[config.mk]
export PLATFORM = sky130hd
export DESIGN_NAME = sdram_ctrl16
export DESIGN_NICKNAME = d
export VERILOG_FILES = /design/src/rtl/sdram_ctrl16.sv
export SDC_FILE = /design/constraint.sdc
export NUM_CORES = 1
export LEC_CHECK = 0
export ABC_AREA = 1
export BUFFER_PORTS_ARGS = -buffer_cell sky130_fd_sc_hd__clkbuf_2
export CORE_MARGIN = 2
export CORE_UTILIZATION = 30
export DETAILED_ROUTE_END_ITERATION = 8
export GPL_ROUTABILITY_DRIVEN = 1
export PLACE_DENSITY = 0.46
export SLEW_MARGIN = 25
export SYNTH_ARGS = -nofsm -noshare
export SYNTH_HDL_FRONTEND = slang
export SYNTH_SLANG_ARGS = --single-unit
[constraint.sdc]
create_clock -name clk_cpu -period 1.75 [get_ports clk_cpu]
set_input_delay 0.2625 -clock clk_cpu [delete_from_list [all_inputs] [get_ports clk_cpu]]
set_output_delay 0.2625 -clock clk_cpu [all_outputs]
set_load 0.05 [all_outputs]
[src/rtl/sdram_ctrl16.sv]
// sdram_ctrl16 -- single-word 16-bit SDR SDRAM controller on clk_cpu.
//
// Handles power-up initialisation, periodic auto-refresh and arbitration
// between the main request port and an optional read-only ROM port. Every
// access is one ACTIVATE, then one READ/WRITE with auto-precharge.
//
// Build option: define SDRC_ROM_PORT_EN to enable the ROM read port. When
// it is undefined, the ROM ports are still present: rom_oe and rom_addr are
// ignored, and rom_dout and rom_ack are held at 0.
//
// Ports:
//   clk_cpu, reset                 clock; synchronous active-high reset
//   req, we, addr, din, ds         main port request (one-cycle req pulse)
//   dout, ack, busy, init_done     main port read data and status
//   rom_oe, rom_addr               ROM port request (rising edge of rom_oe)
//   rom_dout, rom_ack              ROM port read data and completion
//   sd_cs/ras/cas/we, sd_ba,       SDRAM command, bank and address
//   sd_addr
//   sd_dqm, sd_data_out,           SDRAM byte mask and write data
//   sd_data_wr
//   sd_data_in                     SDRAM read data
//
// state     | meaning
// INIT_WAIT | power-up NOPs
// INIT_PRE  | PRECHARGE ALL + 1 NOP
// INIT_REF1 | first AUTO REFRESH + TRFC NOPs
// INIT_REF2 | second AUTO REFRESH + TRFC NOPs
// INIT_MRS  | mode register set + NOP
// IDLE      | arbitrate: refresh > main > ROM
// ACTIVATE  | ACT on pins (row open)
// RW        | READ/WRITE with auto-precharge on pins
// WAIT      | NOPs until write done / read data sampled
// REFRESH   | AUTO REFRESH + NOPs
module sdram_ctrl16 #(
  parameter int CAS_LAT        = 2,
  parameter int INIT_CYCLES    = 5000,
  parameter int REFRESH_CYCLES = 190,
  parameter int TRFC           = 3
) (
  input  logic        clk_cpu,
  input  logic        reset,
  input  logic        req,
  input  logic        we,
  input  logic [23:0] addr,
  input  logic [15:0] din,
  input  logic [1:0]  ds,
  output logic [15:0] dout,
  output logic        ack,
  output logic        busy,
  output logic        init_done,
  input  logic        rom_oe,
  input  logic [23:0] rom_addr,
  output logic [15:0] rom_dout,
  output logic        rom_ack,
  output logic        sd_cs,
  output logic        sd_ras,
  output logic        sd_cas,
  output logic        sd_we,
  output logic [1:0]  sd_ba,
  output logic [12:0] sd_addr,
  output logic [1:0]  sd_dqm,
  output logic [15:0] sd_data_out,
  output logic        sd_data_wr,
  input  logic [15:0] sd_data_in
);

  localparam int CNT_W = 16;

  localparam logic [3:0] CMD_NOP   = 4'b0111;
  localparam logic [3:0] CMD_ACT   = 4'b0011;
  localparam logic [3:0] CMD_READ  = 4'b0101;
  localparam logic [3:0] CMD_WRITE = 4'b0100;
  localparam logic [3:0] CMD_PRE   = 4'b0010;
  localparam logic [3:0] CMD_REF   = 4'b0001;
  localparam logic [3:0] CMD_MRS   = 4'b0000;

  localparam logic [2:0]  CL_BITS  = 3'(CAS_LAT);
  localparam logic [12:0] MODE_REG = {3'b000, 1'b1, 2'b00, CL_BITS, 4'b0000};

  typedef enum logic [3:0] {
    INIT_WAIT, INIT_PRE, INIT_REF1, INIT_REF2, INIT_MRS,
    IDLE, ACTIVATE, RW, WAIT, REFRESH
  } state_t;

  state_t             state, state_n;
  logic [CNT_W-1:0]   cnt, cnt_n;
  logic [3:0]         cmd, cmd_n;
  logic [1:0]         ba_n;
  logic [12:0]        a_n;
  logic [1:0]         dqm_n;
  logic               dwr_n;
  logic [15:0]        dout_sd_n;
  logic               init_done_n;
  logic               done, launch, launch_rom, ref_clr;

  logic [CNT_W-1:0]   ref_cnt;
  logic               ref_due;

  logic               main_full, m_we;
  logic [23:0]        m_addr;
  logic [15:0]        m_din;
  logic [1:0]         m_ds;
  logic               main_pend, sel_we;
  logic [23:0]        sel_addr, acc_addr;
  logic [15:0]        sel_din;
  logic [1:0]         sel_ds;

  logic               cur_rom, cur_we;
  logic [8:0]         cur_col;
  logic [15:0]        cur_din;
  logic [1:0]         cur_ds;

  logic               rom_pend;
  logic [23:0]        rom_slot_addr;

  assign {sd_cs, sd_ras, sd_cas, sd_we} = cmd;

  // A request can launch in the same cycle it arrives, before it has
  // landed in the slot, so the slot contents are bypassed while empty.
  assign main_pend = main_full | (req & ~busy);
  assign sel_we    = main_full ? m_we   : we;
  assign sel_addr  = main_full ? m_addr : addr;
  assign sel_din   = main_full ? m_din  : din;
  assign sel_ds    = main_full ? m_ds   : ds;
  assign acc_addr  = main_pend ? sel_addr : rom_slot_addr;

  // busy also covers the ack cycle; the slot itself empties one cycle
  // earlier so IDLE cannot relaunch the finished request.
  always_ff @(posedge clk_cpu) begin
    if (reset) begin
      main_full <= 1'b0;
      busy      <= 1'b0;
      m_we      <= 1'b0;
      m_addr    <= '0;
      m_din     <= '0;
      m_ds      <= '0;
    end else begin
      if (req && !busy) begin
        main_full <= 1'b1;
        busy      <= 1'b1;
        m_we      <= we;
        m_addr    <= addr;
        m_din     <= din;
        m_ds      <= ds;
      end
      if (done && !cur_rom) main_full <= 1'b0;
      if (ack) busy <= 1'b0;
    end
  end

  always_ff @(posedge clk_cpu) begin
    if (reset) begin
      ref_cnt <= '0;
      ref_due <= 1'b0;
    end else begin
      if (ref_clr) ref_due <= 1'b0;
      if (init_done) begin
        if (ref_cnt == CNT_W'(REFRESH_CYCLES - 1)) begin
          ref_cnt <= '0;
          ref_due <= 1'b1;
        end else begin
          ref_cnt <= ref_cnt + 16'd1;
        end
      end
    end
  end

`ifdef SDRC_ROM_PORT_EN
  logic rom_oe_q, rom_full;

  assign rom_pend = rom_full;

  always_ff @(posedge clk_cpu) begin
    if (reset) begin
      rom_oe_q      <= 1'b0;
      rom_full      <= 1'b0;
      rom_slot_addr <= '0;
      rom_ack       <= 1'b0;
      rom_dout      <= '0;
    end else begin
      rom_oe_q <= rom_oe;
      if (rom_oe && !rom_oe_q && !rom_full) begin
        rom_full      <= 1'b1;
        rom_slot_addr <= rom_addr;
      end
      if (done && cur_rom) begin
        rom_full <= 1'b0;
        rom_dout <= sd_data_in;
      end
      rom_ack <= done & cur_rom;
    end
  end
`else
  logic rom_unused;
  assign rom_unused    = ^{rom_oe, rom_addr};
  assign rom_pend      = 1'b0;
  assign rom_slot_addr = '0;
  assign rom_dout      = '0;
  assign rom_ack       = 1'b0;
`endif

  always_comb begin
    state_n     = state;
    cnt_n       = cnt;
    cmd_n       = CMD_NOP;
    ba_n        = sd_ba;
    a_n         = sd_addr;
    dqm_n       = 2'b11;
    dwr_n       = 1'b0;
    dout_sd_n   = sd_data_out;
    init_done_n = init_done;
    done        = 1'b0;
    launch      = 1'b0;
    launch_rom  = 1'b0;
    ref_clr     = 1'b0;
    case (state)
      INIT_WAIT: begin
        if (cnt == '0) begin
          state_n = INIT_PRE;
          cmd_n   = CMD_PRE;
          a_n     = 13'h0400;
          cnt_n   = CNT_W'(1);
        end else cnt_n = cnt - 16'd1;
      end
      INIT_PRE: begin
        if (cnt == '0) begin
          state_n = INIT_REF1;
          cmd_n   = CMD_REF;
          cnt_n   = CNT_W'(TRFC);
        end else cnt_n = cnt - 16'd1;
      end
      INIT_REF1: begin
        if (cnt == '0) begin
          state_n = INIT_REF2;
          cmd_n   = CMD_REF;
          cnt_n   = CNT_W'(TRFC);
        end else cnt_n = cnt - 16'd1;
      end
      INIT_REF2: begin
        if (cnt == '0) begin
          state_n = INIT_MRS;
          cmd_n   = CMD_MRS;
          ba_n    = 2'b00;
          a_n     = MODE_REG;
          cnt_n   = CNT_W'(1);
        end else cnt_n = cnt - 16'd1;
      end
      INIT_MRS: begin
        // The first IDLE cycle is the second NOP after MRS.
        if (cnt == '0) begin
          state_n     = IDLE;
          init_done_n = 1'b1;
        end else cnt_n = cnt - 16'd1;
      end
      IDLE: begin
        if (ref_due) begin
          // The IDLE cycle after REFRESH supplies the last of the TRFC NOPs.
          state_n = REFRESH;
          cmd_n   = CMD_REF;
          cnt_n   = CNT_W'(TRFC - 1);
          ref_clr = 1'b1;
        end else if (main_pend || rom_pend) begin
          state_n    = ACTIVATE;
          cmd_n      = CMD_ACT;
          ba_n       = acc_addr[23:22];
          a_n        = acc_addr[21:9];
          launch     = 1'b1;
          launch_rom = ~main_pend;
        end
      end
      ACTIVATE: begin
        state_n = RW;
        a_n     = {2'b00, 1'b1, 1'b0, cur_col};
        if (cur_we) begin
          cmd_n     = CMD_WRITE;
          dwr_n     = 1'b1;
          dout_sd_n = cur_din;
          dqm_n     = ~cur_ds;
          cnt_n     = '0;
        end else begin
          cmd_n = CMD_READ;
          dqm_n = 2'b00;
          cnt_n = CNT_W'(CAS_LAT);
        end
      end
      RW: begin
        state_n = WAIT;
        dqm_n   = cur_we ? 2'b11 : 2'b00;
      end
      WAIT: begin
        dqm_n = cur_we ? 2'b11 : 2'b00;
        // Read data is sampled one cycle after CAS latency expires.
        if (cnt == '0) begin
          state_n = IDLE;
          done    = 1'b1;
        end else cnt_n = cnt - 16'd1;
      end
      REFRESH: begin
        if (cnt == '0) state_n = IDLE;
        else cnt_n = cnt - 16'd1;
      end
      default: state_n = INIT_WAIT;
    endcase
  end

  always_ff @(posedge clk_cpu) begin
    if (reset) begin
      state       <= INIT_WAIT;
      cnt         <= CNT_W'(INIT_CYCLES - 1);
      cmd         <= 4'b1111;
      sd_ba       <= '0;
      sd_addr     <= '0;
      sd_dqm      <= 2'b11;
      sd_data_wr  <= 1'b0;
      sd_data_out <= '0;
      init_done   <= 1'b0;
      dout        <= '0;
      ack         <= 1'b0;
      cur_rom     <= 1'b0;
      cur_we      <= 1'b0;
      cur_col     <= '0;
      cur_din     <= '0;
      cur_ds      <= '0;
    end else begin
      state       <= state_n;
      cnt         <= cnt_n;
      cmd         <= cmd_n;
      sd_ba       <= ba_n;
      sd_addr     <= a_n;
      sd_dqm      <= dqm_n;
      sd_data_wr  <= dwr_n;
      sd_data_out <= dout_sd_n;
      init_done   <= init_done_n;
      ack         <= done & ~cur_rom;
      if (done && !cur_rom && !cur_we) dout <= sd_data_in;
      if (launch) begin
        cur_rom <= launch_rom;
        cur_we  <= launch_rom ? 1'b0 : sel_we;
        cur_col <= acc_addr[8:0];
        cur_din <= sel_din;
        cur_ds  <= sel_ds;
      end
    end
  end

endmodule
==> impl_metrics.json, run 1 <==
{
  "cp-startpoint": "cnt[4]",
  "placeableCoreArea_um2": 24200,
  "outcome": "complete, no violations",
  "power.density_nw_per_um2": 1010,
  "clock_insertion_delay_worst_skew_ns": 0.44,
  "cts_root_buffer": "sky130_fd_sc_hd__clkbuf_16",
  "detailroute.via_count": 6804,
  "tritoncts_num_sinks": 166,
  "postSynth.asyncResetShare": 0,
  "vias_in_the_first_global_route": 6489,
  "routedWlPerCell_um": 13.6,
  "slew_viol_final": 0,
  "global_route_wire_length_before_repair_mm": 33.0,
  "maximum_clock_insertion_buffer_count": 2,
  "tritoncts": "built",
  "warnings_from_yosys": 0,
  "finalPower_mw": 9.52,
  "area_growth_syn_to_layout_pct": 27.5,
  "cts_made_buffers": 17,
  "final_layout_size_suffix_gt1_frac": 0.244,
  "fill_cells": 2627,
  "timing_hold_violations_final": 0,
  "drt_first_iter_violations": 381,
  "core.rowCount": 57,
  "clock_skew_ns": 0.0140,
  "final_min_period_over_clock_period": 0.939,
  "cts.reportedPaths.clkPinSlew_ns": 0.07,
  "grt_usage": 0.158,
  "finalHoldWorstSlack_ns": 0.0442,
  "detail-route-antenna-nets": 0,
  "fin_ws_ns": 0.107,
  "largest_net_degree_at_the_start_of_global_routing": 63,
  "max_stage_delay_ns": 0.33,
  "hold_path.class": "input pin to register",
  "rr_worst_depth": 10,
  "syn-mean-instance-area_um2": 7.29,
  "io_pins": 161,
  "rsz_0062_raised_after_global_routing": "yes",
  "detailedPlace.worstSlack_ns": -0.0462,
  "cts_max_level": 4,
  "die_w_um": 161,
  "fin_nets": 1253,
  "vias_per_cell": 4.54,
  "antenna_cells_inserted": 0,
  "drt_drc_violations_left": 0,
  "critical-path-top-cell-by-count": "sky130_fd_sc_hd__nor2_1",
  "synth_flop_cell": "sky130_fd_sc_hd__dfxtp_1",
  "dr.pass1.iters": 5,
  "hpwlAfterDp_mm": 13.9,
  "cellLeakagePower_nw": 3.98,
  "vdd_ir_drop_max_uv": 540,
  "finalSetupViolCount": 0,
  "dieHeight_um": 161,
  "slowest_stage": "sky130_fd_sc_hd__dfxtp_1",
  "crit_required_ns": 2.09,
  "gpl_wtd_cong": 0.801,
  "netlist_area_before_placement_um2": 7390,
  "yosys_register_bits": 166,
  "startpoint_class": "register",
  "postSynthCellCount": 1014,
  "number_of_different_library_cells_in_the_post_synthesis_netlist": 43,
  "start_util": 0.305,
  "antenna_found_initial": 0,
  "synth_seq_area_share": 0.450,
  "globalRouteOverflowTotal": 0,
  "die-area_um2": 25900,
  "worst_r2r_startpoint": "cnt[4]",
  "worstSetupEndpointType": "register",
  "final_period_minus_worst_setup_slack_ns": 1.64,
  "utilization": 0.389,
  "critPathKind": "register to register",
  "edff_count_synth": 0,
  "achievable-frequency_ghz": 0.609,
  "worstPathCellList": "nor2_1, nand2_1, nor2_2, nand2_2, buf_4, nor2_4, nand2_4, clkbuf_16, nor2_1, nor2_1",
  "hold_start": "sd_data_in[14]",
  "maxCapViolations": 0,
  "path_max_fanout": 8,
  "postPlaceCellArea_um2": 8560,
  "port-buffer-count": 118,
  "timing.hold.worst_path_depth": 3,
  "totalWireLength_mm": 20.4,
  "worst-endpoint-arrival_ns": 1.98,
  "design_area_um2": 9420
}
-- state kept, by name, summed over array words and instances, names as in the netlist, 2 cells and up --
register     cells
sd_dqm           2
m_din           16
cur_ds           2
cur_col          9
sd_data_out     16
cmd              4
m_addr          24
cur_din         16
state            4
sd_ba            2
cnt             16
m_ds             2
dout            16
sd_addr         13
ref_cnt         16
-- worst max-delay path: cells and delay by family (launching register included) --
kind,cells,cell delay (ns)
buffers and inverters,2,0.35
DFF,1,0.33
and+or+nand+nor,8,0.88
-- final cells by class --
type / instances / area, µm² / area share
multi-input combinational: 733 / 3590 / 0.381
sequential: 166 / 3330 / 0.354
timing repair buffer: 183 / 1240 / 0.132
clock buffer: 19 / 433 / 0.0459
tap: 324 / 405 / 0.0430
inverter: 61 / 253 / 0.0268
clock inverter: 13 / 170 / 0.0181
-- stage by stage --
step / TNS, ns / std cells
after detailed placement: -0.109 / 1461
after global routing: -0.00968 / 1499
final: 0 / 1499
after CTS: -0.00847 / 1493
after global placement: -0.0393 / 1461
after floorplan: 0 / 1030
-- cell usage in the layout (no fill, tap or decap), types with 4 or more instances in the layout --
master                       Yosys  routed
sky130_fd_sc_hd__clkinvlp_4      0       4
sky130_fd_sc_hd__conb_1          1      17
sky130_fd_sc_hd__dfxtp_1       166     159
sky130_fd_sc_hd__nand3_1        44      42
sky130_fd_sc_hd__inv_1          52      46
sky130_fd_sc_hd__nor2_2          7      14
sky130_fd_sc_hd__clkbuf_2        0     117
sky130_fd_sc_hd__nand2_2         5       8
sky130_fd_sc_hd__buf_4          19      51
sky130_fd_sc_hd__nand4_1         9       9
sky130_fd_sc_hd__nand2_4         3       4
sky130_fd_sc_hd__dfxtp_2         0       7
sky130_fd_sc_hd__o211ai_1        4       4
sky130_fd_sc_hd__inv_8           0       5
sky130_fd_sc_hd__xor2_1          4       4
sky130_fd_sc_hd__a21oi_1        78      78
sky130_fd_sc_hd__nor2_1        155     146
sky130_fd_sc_hd__o21ai_0        88      82
sky130_fd_sc_hd__clkinv_4        0       4
sky130_fd_sc_hd__a211oi_1        8       8
sky130_fd_sc_hd__buf_12          0       8
sky130_fd_sc_hd__nand2_1       228     223
sky130_fd_sc_hd__a22o_1          8       8
sky130_fd_sc_hd__inv_2           6       8
sky130_fd_sc_hd__clkbuf_16       0      20
sky130_fd_sc_hd__nor3b_1         5       5
sky130_fd_sc_hd__o21ai_2         3       4
sky130_fd_sc_hd__nor2_4          6       8
sky130_fd_sc_hd__o21ai_1         0       5
sky130_fd_sc_hd__a31oi_1        21      21
sky130_fd_sc_hd__nand3_2         2       4
sky130_fd_sc_hd__nor3_1         15      15
-- path summary, 6_finish.rpt --
kind / endpoint / slack [ns]
worst max-delay path: dout[9] / 0.11
worst min-delay path: dout[14] / 0.04
worst max register to register: dout[9] / 0.11
worst min register to register: sd_dqm[0] / 0.45
-- per-layer routing --
layer,wire length (µm),track usage
met1,9770,0.210
met2,9490,0.254
met3,866,0.0395
met4,252,0.0507
met5,0,0
-- cells in the mapped netlist (7+ instances only) --
cell                         n  area (µm²)
sky130_fd_sc_hd__a22o_1      8        70.1
sky130_fd_sc_hd__nand4_1     9        56.3
sky130_fd_sc_hd__nor2_2      7        43.8
sky130_fd_sc_hd__buf_4      19         143
sky130_fd_sc_hd__dfxtp_1   166        3320
sky130_fd_sc_hd__nand2_1   228         856
sky130_fd_sc_hd__o21ai_0    88         440
sky130_fd_sc_hd__nor3_1     15        75.1
sky130_fd_sc_hd__nor2_1    155         582
sky130_fd_sc_hd__clkbuf_1   34         128
sky130_fd_sc_hd__a21oi_1    78         390
sky130_fd_sc_hd__buf_2      10        50.1
sky130_fd_sc_hd__nand3_1    44         220
sky130_fd_sc_hd__inv_1      52         195
sky130_fd_sc_hd__a211oi_1    8        60.1
sky130_fd_sc_hd__a31oi_1    21         131
-- kinds of logic (layout without fill, tap and decap cells) --
logic type                 after synthesis  count (layout)  synth area share
xor gates and xnor gates                 7               7           0.00830
DFF                                    166             166             0.450
and+or+nand+nor                        487             487             0.283
AOI/OAI and AO/OA                      218             218             0.166
other                                    1              17          0.000508
buffers and inverters                  131             276            0.0850
adders and majority gates                4               4           0.00678
-- repair_timing --
action,in CTS,in global routing
setup endpoints to repair,15,89
cloned,0,3
resized for setup,5,50
buffers inserted,0,3
endpoints found under the hold margin,0,0
hold buffers,0,0
pin swaps,1,7
-- power breakdown --
group          total (mW)  internal, mW  leakage (nW)  switching (mW)
combinational        1.61         0.585          2.35            1.03
clock                3.87          2.16         0.284            1.71
sequential           4.04          3.94          1.35          0.0970
Note: power is estimated with default switching activity, not from simulation.
==> inputs of run 2 (changes only) <==
--- a/config.mk
+++ b/config.mk
@@ -8,10 +8,10 @@
 export ABC_AREA = 1
 export BUFFER_PORTS_ARGS = -buffer_cell sky130_fd_sc_hd__clkbuf_2
 export CORE_MARGIN = 2
-export CORE_UTILIZATION = 30
+export CORE_UTILIZATION = 47
 export DETAILED_ROUTE_END_ITERATION = 8
 export GPL_ROUTABILITY_DRIVEN = 1
-export PLACE_DENSITY = 0.46
+export PLACE_DENSITY = 0.68
 export SLEW_MARGIN = 25
 export SYNTH_ARGS = -nofsm -noshare
 export SYNTH_HDL_FRONTEND = slang
==> constraint.sdc (replaced) <==
create_clock -name clk_cpu -period 1.75 [get_ports clk_cpu]
set_input_delay 0.175 -clock clk_cpu [delete_from_list [all_inputs] [get_ports clk_cpu]]
set_output_delay 0.175 -clock clk_cpu [all_outputs]
set_load 0.05 [all_outputs]
==> run 2 against run 1 <==
Effect of this change: clock power is 5.4% lower; highest routed layer unchanged; hold slack got worse by 0.030 ns; global-route usage is 6.5 points higher; via count grew 3.6%; final cell count decreased by 5.9%; wire length decreased by 8.7%; largest power group unchanged.
==> impl_metrics.json, run 2 (synthesized netlist as in run 1, its figures left out) <==
{
  "outcome": "complete, no violations",
  "maxCapViolations": 0,
  "slew_viol_final": 0,
  "worst-endpoint-arrival_ns": 2.01,
  "max_flop_register": "m_addr",
  "drt_first_iter_violations": 339,
  "crit_required_ns": 2.10,
  "hpwlAfterDp_mm": 12.3,
  "placeableCoreArea_um2": 15300,
  "totalWireLength_mm": 18.6,
  "io_pins": 161,
  "antenna_cells_inserted": 0,
  "vias_in_the_first_global_route": 6344,
  "dr.pass1.iters": 4,
  "achievable-frequency_ghz": 0.601,
  "cts_max_level": 4,
  "area_growth_syn_to_layout_pct": 27.9,
  "tritoncts_num_sinks": 166,
  "fill_cells": 1386,
  "globalRouteOverflowTotal": 0,
  "clock_skew_ns": 0.00811,
  "core.rowCount": 45,
  "gpl_wtd_cong": 0.872,
  "final_min_period_over_clock_period": 0.951,
  "multi_input_logic_area_um2": 3590,
  "critical-path-top-cell-by-count": "sky130_fd_sc_hd__nor2_4",
  "path_max_fanout": 16,
  "worstPathCellList": "buf_4, nand2_2, nor2_4, inv_4, nor2_4, inv_6, nor2_4, buf_8, o21ai_0, a31oi_1",
  "die_w_um": 129,
  "drt_drc_violations_left": 0,
  "maximum_clock_insertion_buffer_count": 2,
  "largest_net_degree_at_the_start_of_global_routing": 80,
  "global_route_wire_length_before_repair_mm": 30.0,
  "critPathBufInv": 4,
  "layout_common_cells": "sky130_fd_sc_hd__nand2_1, sky130_fd_sc_hd__dfxtp_1, sky130_fd_sc_hd__nor2_1, sky130_fd_sc_hd__clkbuf_2, sky130_fd_sc_hd__o21ai_0",
  "final_period_minus_worst_setup_slack_ns": 1.66,
  "seqCellArea_um2": 3330,
  "clock_insertion_delay_worst_skew_ns": 0.43,
  "routedWlPerCell_um": 13.2,
  "startpoint_class": "register",
  "detailedPlace.worstSlack_ns": 0.0302,
  "finalSetupViolCount": 0,
  "antenna_found_initial": 0,
  "fin_ws_ns": 0.0855,
  "grt_usage": 0.223,
  "hold_path.class": "input pin to register",
  "cts.reportedPaths.clkPinSlew_ns": 0.07,
  "final_layout_size_suffix_gt1_frac": 0.226,
  "port-buffer-count": 118,
  "die-area_um2": 16700,
  "power.density_nw_per_um2": 985,
  "cts_made_buffers": 17,
  "vdd_ir_drop_max_uv": 745,
  "postPlaceCellArea_um2": 8320,
  "fin_nets": 1280,
  "detail-route-antenna-nets": 0,
  "timing_hold_violations_final": 0,
  "largest_register_ff_count": 24,
  "finalPower_mw": 9.31,
  "max_stage_delay_ns": 0.32,
  "critPathKind": "register to register",
  "dieHeight_um": 129,
  "vias_per_cell": 5.00,
  "cellLeakagePower_nw": 4.05,
  "design_area_um2": 9450,
  "worstSetupEndpointType": "register",
  "detailroute.via_count": 7051,
  "fin_tns_setup_ns": 0,
  "start_util": 0.484,
  "layout_commonest_cell": "sky130_fd_sc_hd__nand2_1",
  "slowest_stage": "sky130_fd_sc_hd__dfxtp_1",
  "tritoncts": "built",
  "cts_root_buffer": "sky130_fd_sc_hd__clkbuf_16",
  "critical_path.top_delay_family": "simple AND/OR/NAND/NOR gates"
}
-- run 2: cell count changes in the layout (fill, tap and decap cells not counted), sizes merged --
cell	change
clkinv	-2
clkinvlp	-2
dlygate4sd3	+38
buf	-10
inv	+1
-- run 2: per-stage QoR --
| stage | cells | util | hold WS [ns] |
|---|---|---|---|
| detailed placement | 1340 | 0.545 | 0.404 |
| finish | 1411 | 0.619 | 0.0138 |
| floorplan | 1030 | - | 0.203 |
| CTS | 1408 | 0.607 | 0.000202 |
| global route | 1411 | 0.619 | 0.00684 |
| global placement | 1340 | 0.545 | 0.397 |
-- run 2: metal layers --
metal	wire length, µm	GRT usage	vias up
li1	-	-	3651
met1	8470	0.290	3209
met2	8780	0.360	165
met3	969	0.0607	26
met4	382	0.0748	0
met5	0	0	-
-- run 2: worst min-delay path, cell delays in order --
cell                       delay, ns
sky130_fd_sc_hd__clkbuf_2       0.08
sky130_fd_sc_hd__nand2_1        0.07
sky130_fd_sc_hd__a21oi_1        0.06
-- run 2: power by group --
| part | total (mW) | switching [mW] | internal (mW) |
|---|---|---|---|
| Clock | 3.66 | 1.53 | 2.14 |
| Combinational | 1.59 | 0.992 | 0.596 |
| Sequential | 4.05 | 0.111 | 3.94 |
| Total | 9.31 | 2.63 | 6.68 |
-- run 2: final timing paths --
kind / slack, ns / start / to / cells after the start
hold / removal: 0.01 / addr[3] / m_addr[3] / 3
setup reg to reg: 0.09 / state[2] / cur_din[3] / 10
setup / recovery: 0.09 / state[2] / cur_din[3] / 10
hold reg to reg: 0.45 / cur_ds[0] / sd_dqm[0] / 1
-- run 2: layout make-up --
| cell class | instances | share of cell area |
|---|---|---|
| repair buffers | 210 | 0.152 |
| multi-input cells | 733 | 0.381 |
| inverters | 61 | 0.0262 |
| flip-flops and latches | 166 | 0.353 |
| clock buffers | 20 | 0.0473 |
| well taps | 211 | 0.0280 |
| clock inverters | 10 | 0.0128 |
-- run 2: timing repair --
item | in CTS | in global routing
hold endpoints to repair | 46 | 0
endpoints found under the setup margin | 0 | 70
setup buffers | 0 | 2
hold buffers | 38 | 0
resized for setup | 0 | 48
==> inputs of run 3 (changes only) <==
--- a/config.mk
+++ b/config.mk
@@ -7,10 +7,12 @@
 export LEC_CHECK = 0
 export ABC_AREA = 1
 export BUFFER_PORTS_ARGS = -buffer_cell sky130_fd_sc_hd__clkbuf_2
+export CORE_ASPECT_RATIO = 2
 export CORE_MARGIN = 2
 export CORE_UTILIZATION = 47
 export DETAILED_ROUTE_END_ITERATION = 8
 export GPL_ROUTABILITY_DRIVEN = 1
+export MAX_ROUTING_LAYER = met4
 export PLACE_DENSITY = 0.68
 export SLEW_MARGIN = 25
 export SYNTH_ARGS = -nofsm -noshare
==> run 3 against run 2 <==
Effect of this change: sequential share of layout area rose by 0.88 points; utilization decreased by 2.0 points; clock power grew 7.1%; power is 2.2% higher; setup slack better by 0.0090 ns; combinational power is 4% lower; largest cell class unchanged; largest power group unchanged.
==> impl_metrics.json, run 3 (synthesized netlist as in run 1, its figures left out) <==
{
  "outcome": "complete, no violations",
  "achievable-frequency_ghz": 0.604,
  "largest_register_ff_count": 24,
  "detailedPlace.worstSlack_ns": 0.00401,
  "path_max_fanout": 20,
  "maxCapViolations": 0,
  "cts_made_buffers": 17,
  "routedWlPerCell_um": 14.1,
  "rr_worst_depth": 10,
  "critPathKind": "register to register",
  "slowest_stage": "sky130_fd_sc_hd__dfxtp_1",
  "tritoncts_num_sinks": 166,
  "worst_r2r_startpoint": "state[1]",
  "start_util": 0.480,
  "io_pins": 161,
  "layout_common_cells": "sky130_fd_sc_hd__nand2_1, sky130_fd_sc_hd__dfxtp_1, sky130_fd_sc_hd__nor2_1, sky130_fd_sc_hd__clkbuf_2, sky130_fd_sc_hd__o21ai_0",
  "dieHeight_um": 181,
  "rrSetupSlack_ns": 0.09,
  "hold_path.class": "input pin to register",
  "die-area_um2": 16800,
  "worstHoldEndpoint": "m_din[4]",
  "cts.reportedPaths.clkPinSlew_ns": 0.06,
  "timing_hold_violations_final": 0,
  "vias_per_cell": 5.14,
  "grt_usage": 0.237,
  "global_route_wire_length_before_repair_mm": 31.3,
  "antenna_found_initial": 0,
  "largest_net_degree_at_the_start_of_global_routing": 55,
  "cts_max_level": 4,
  "worstPathCellList": "inv_2, nand2_1, nor2_4, inv_4, nor2_4, inv_6, nor2_4, buf_4, clkbuf_16, a211oi_1",
  "fin_ws_ns": 0.0945,
  "slew_viol_final": 0,
  "maximum_clock_insertion_buffer_count": 2,
  "tritoncts": "built",
  "cts_root_buffer": "sky130_fd_sc_hd__clkbuf_16",
  "max-slew-margin-rel": 0.615,
  "die_w_um": 92.7,
  "worst_r2r_endpoint": "cur_col[3]",
  "clock_skew_ns": 0.00727,
  "timing.hold.worst_path_depth": 3,
  "max_flop_register": "m_addr",
  "cellLeakagePower_nw": 3.96,
  "detailroute.via_count": 7046,
  "vias_in_the_first_global_route": 6770,
  "totalWireLength_mm": 19.3,
  "final_period_minus_worst_setup_slack_ns": 1.66,
  "drt_first_iter_violations": 347,
  "worst-endpoint-arrival_ns": 1.92,
  "finalPower_mw": 9.51,
  "placeableCoreArea_um2": 15400,
  "vdd_ir_drop_max_uv": 789,
  "fin_nets": 1253,
  "max_stage_delay_ns": 0.33,
  "fin_tns_setup_ns": 0,
  "hpwlAfterDp_mm": 13.5,
  "finalSetupViolCount": 0,
  "gpl_wtd_cong": 0.902,
  "power.density_nw_per_um2": 1030,
  "port-buffer-count": 118,
  "detail-route-antenna-nets": 0,
  "dr.pass1.iters": 5,
  "final_layout_size_suffix_gt1_frac": 0.218,
  "clock_insertion_delay_worst_skew_ns": 0.42,
  "globalRouteOverflowTotal": 0,
  "core.rowCount": 64,
  "worstSetupEndpointType": "register",
  "hold_start": "din[4]",
  "crit_required_ns": 2.02,
  "startpoint_class": "register",
  "critical-path-top-cell-by-count": "sky130_fd_sc_hd__nor2_4",
  "worstMarginPinSlew_ns": 0.577,
  "area_growth_syn_to_layout_pct": 24.6,
  "drt_drc_violations_left": 0,
  "antenna_cells_inserted": 0,
  "final_min_period_over_clock_period": 0.946,
  "layout_commonest_cell": "sky130_fd_sc_hd__nand2_1"
}
run 3: cell count changes in the layout (fill, tap and decap cells not counted), moves of 3 or more:
cell / delta
sky130_fd_sc_hd__dlygate4sd3_1: -16
sky130_fd_sc_hd__buf_4: -13
sky130_fd_sc_hd__nor2_4: -4
sky130_fd_sc_hd__inv_6: -3
sky130_fd_sc_hd__nor2_2: +4
run 3: power breakdown:
group / total, mW / internal, mW / switching (mW) / leakage [nW]
clock: 3.92 / 2.45 / 1.46 / 0.300
combinational: 1.53 / 0.525 / 1.01 / 2.31
sequential: 4.06 / 3.94 / 0.115 / 1.35
run 3: worst max path at each step:
stage | startpoint | end | slack [ns] | depth (start not counted)
finish | state[1] | cur_col[3] | 0.09 | 10
floorplan | busy | sd_addr[12] | 0.01 | 7
detailed placement | cnt[1] | sd_addr[10] | 0.004 | 10
global route | cnt[4] | sd_addr[1] | -0.008 | 9
CTS | cnt[1] | sd_addr[10] | -0.002 | 10
global placement | cnt[1] | sd_addr[10] | 0.05 | 10
run 3: what timing repair did:
item | in CTS | in global routing
buffers inserted | 0 | 1
pin swaps | 0 | 1
hold buffers | 22 | 0
setup endpoints to repair | 1 | 80
endpoints found under the hold margin | 22 | 0
resized for setup | 0 | 33
gates cloned | 0 | 1
run 3: area by class of cell:
| class | count | area [µm²] |
|---|---|---|
| Inverter | 61 | 240 |
| Clock buffer | 22 | 464 |
| Multi-Input combinational cell | 733 | 3570 |
| Clock inverter | 8 | 148 |
| Sequential cell | 166 | 3330 |
| Fill cell | 1503 | 6170 |
| Timing Repair Buffer | 183 | 1210 |
| Tap cell | 198 | 248 |
run 3: per-layer routing:
layer,global-route usage,wire [µm],vias to the layer above
met2,0.430,10600,157
met1,0.250,7570,3265
li1,-,-,3590
met4,0.0976,465,0
met5,-,0,-
met3,0.0379,670,34
run 3: per-stage QoR:
stage               hold WS, ns  utilization  cell area (µm²)  cells
floorplan                 0.203            -             7450   1030
detailed placement        0.409        0.537             8250   1317
finish                  0.00833        0.599             9210   1371
CTS                     0.00118        0.591             9080   1369
global route             0.0196        0.599             9210   1371
global placement          0.397        0.537             8250   1317
run 3: worst max-delay path, delay by kind of cell, from the launching register on:
kind / cells / cell delay [ns]
flops: 1 / 0.33
compound gates: 1 / 0.09
simple gates: 4 / 0.52
buf+inv: 5 / 0.57
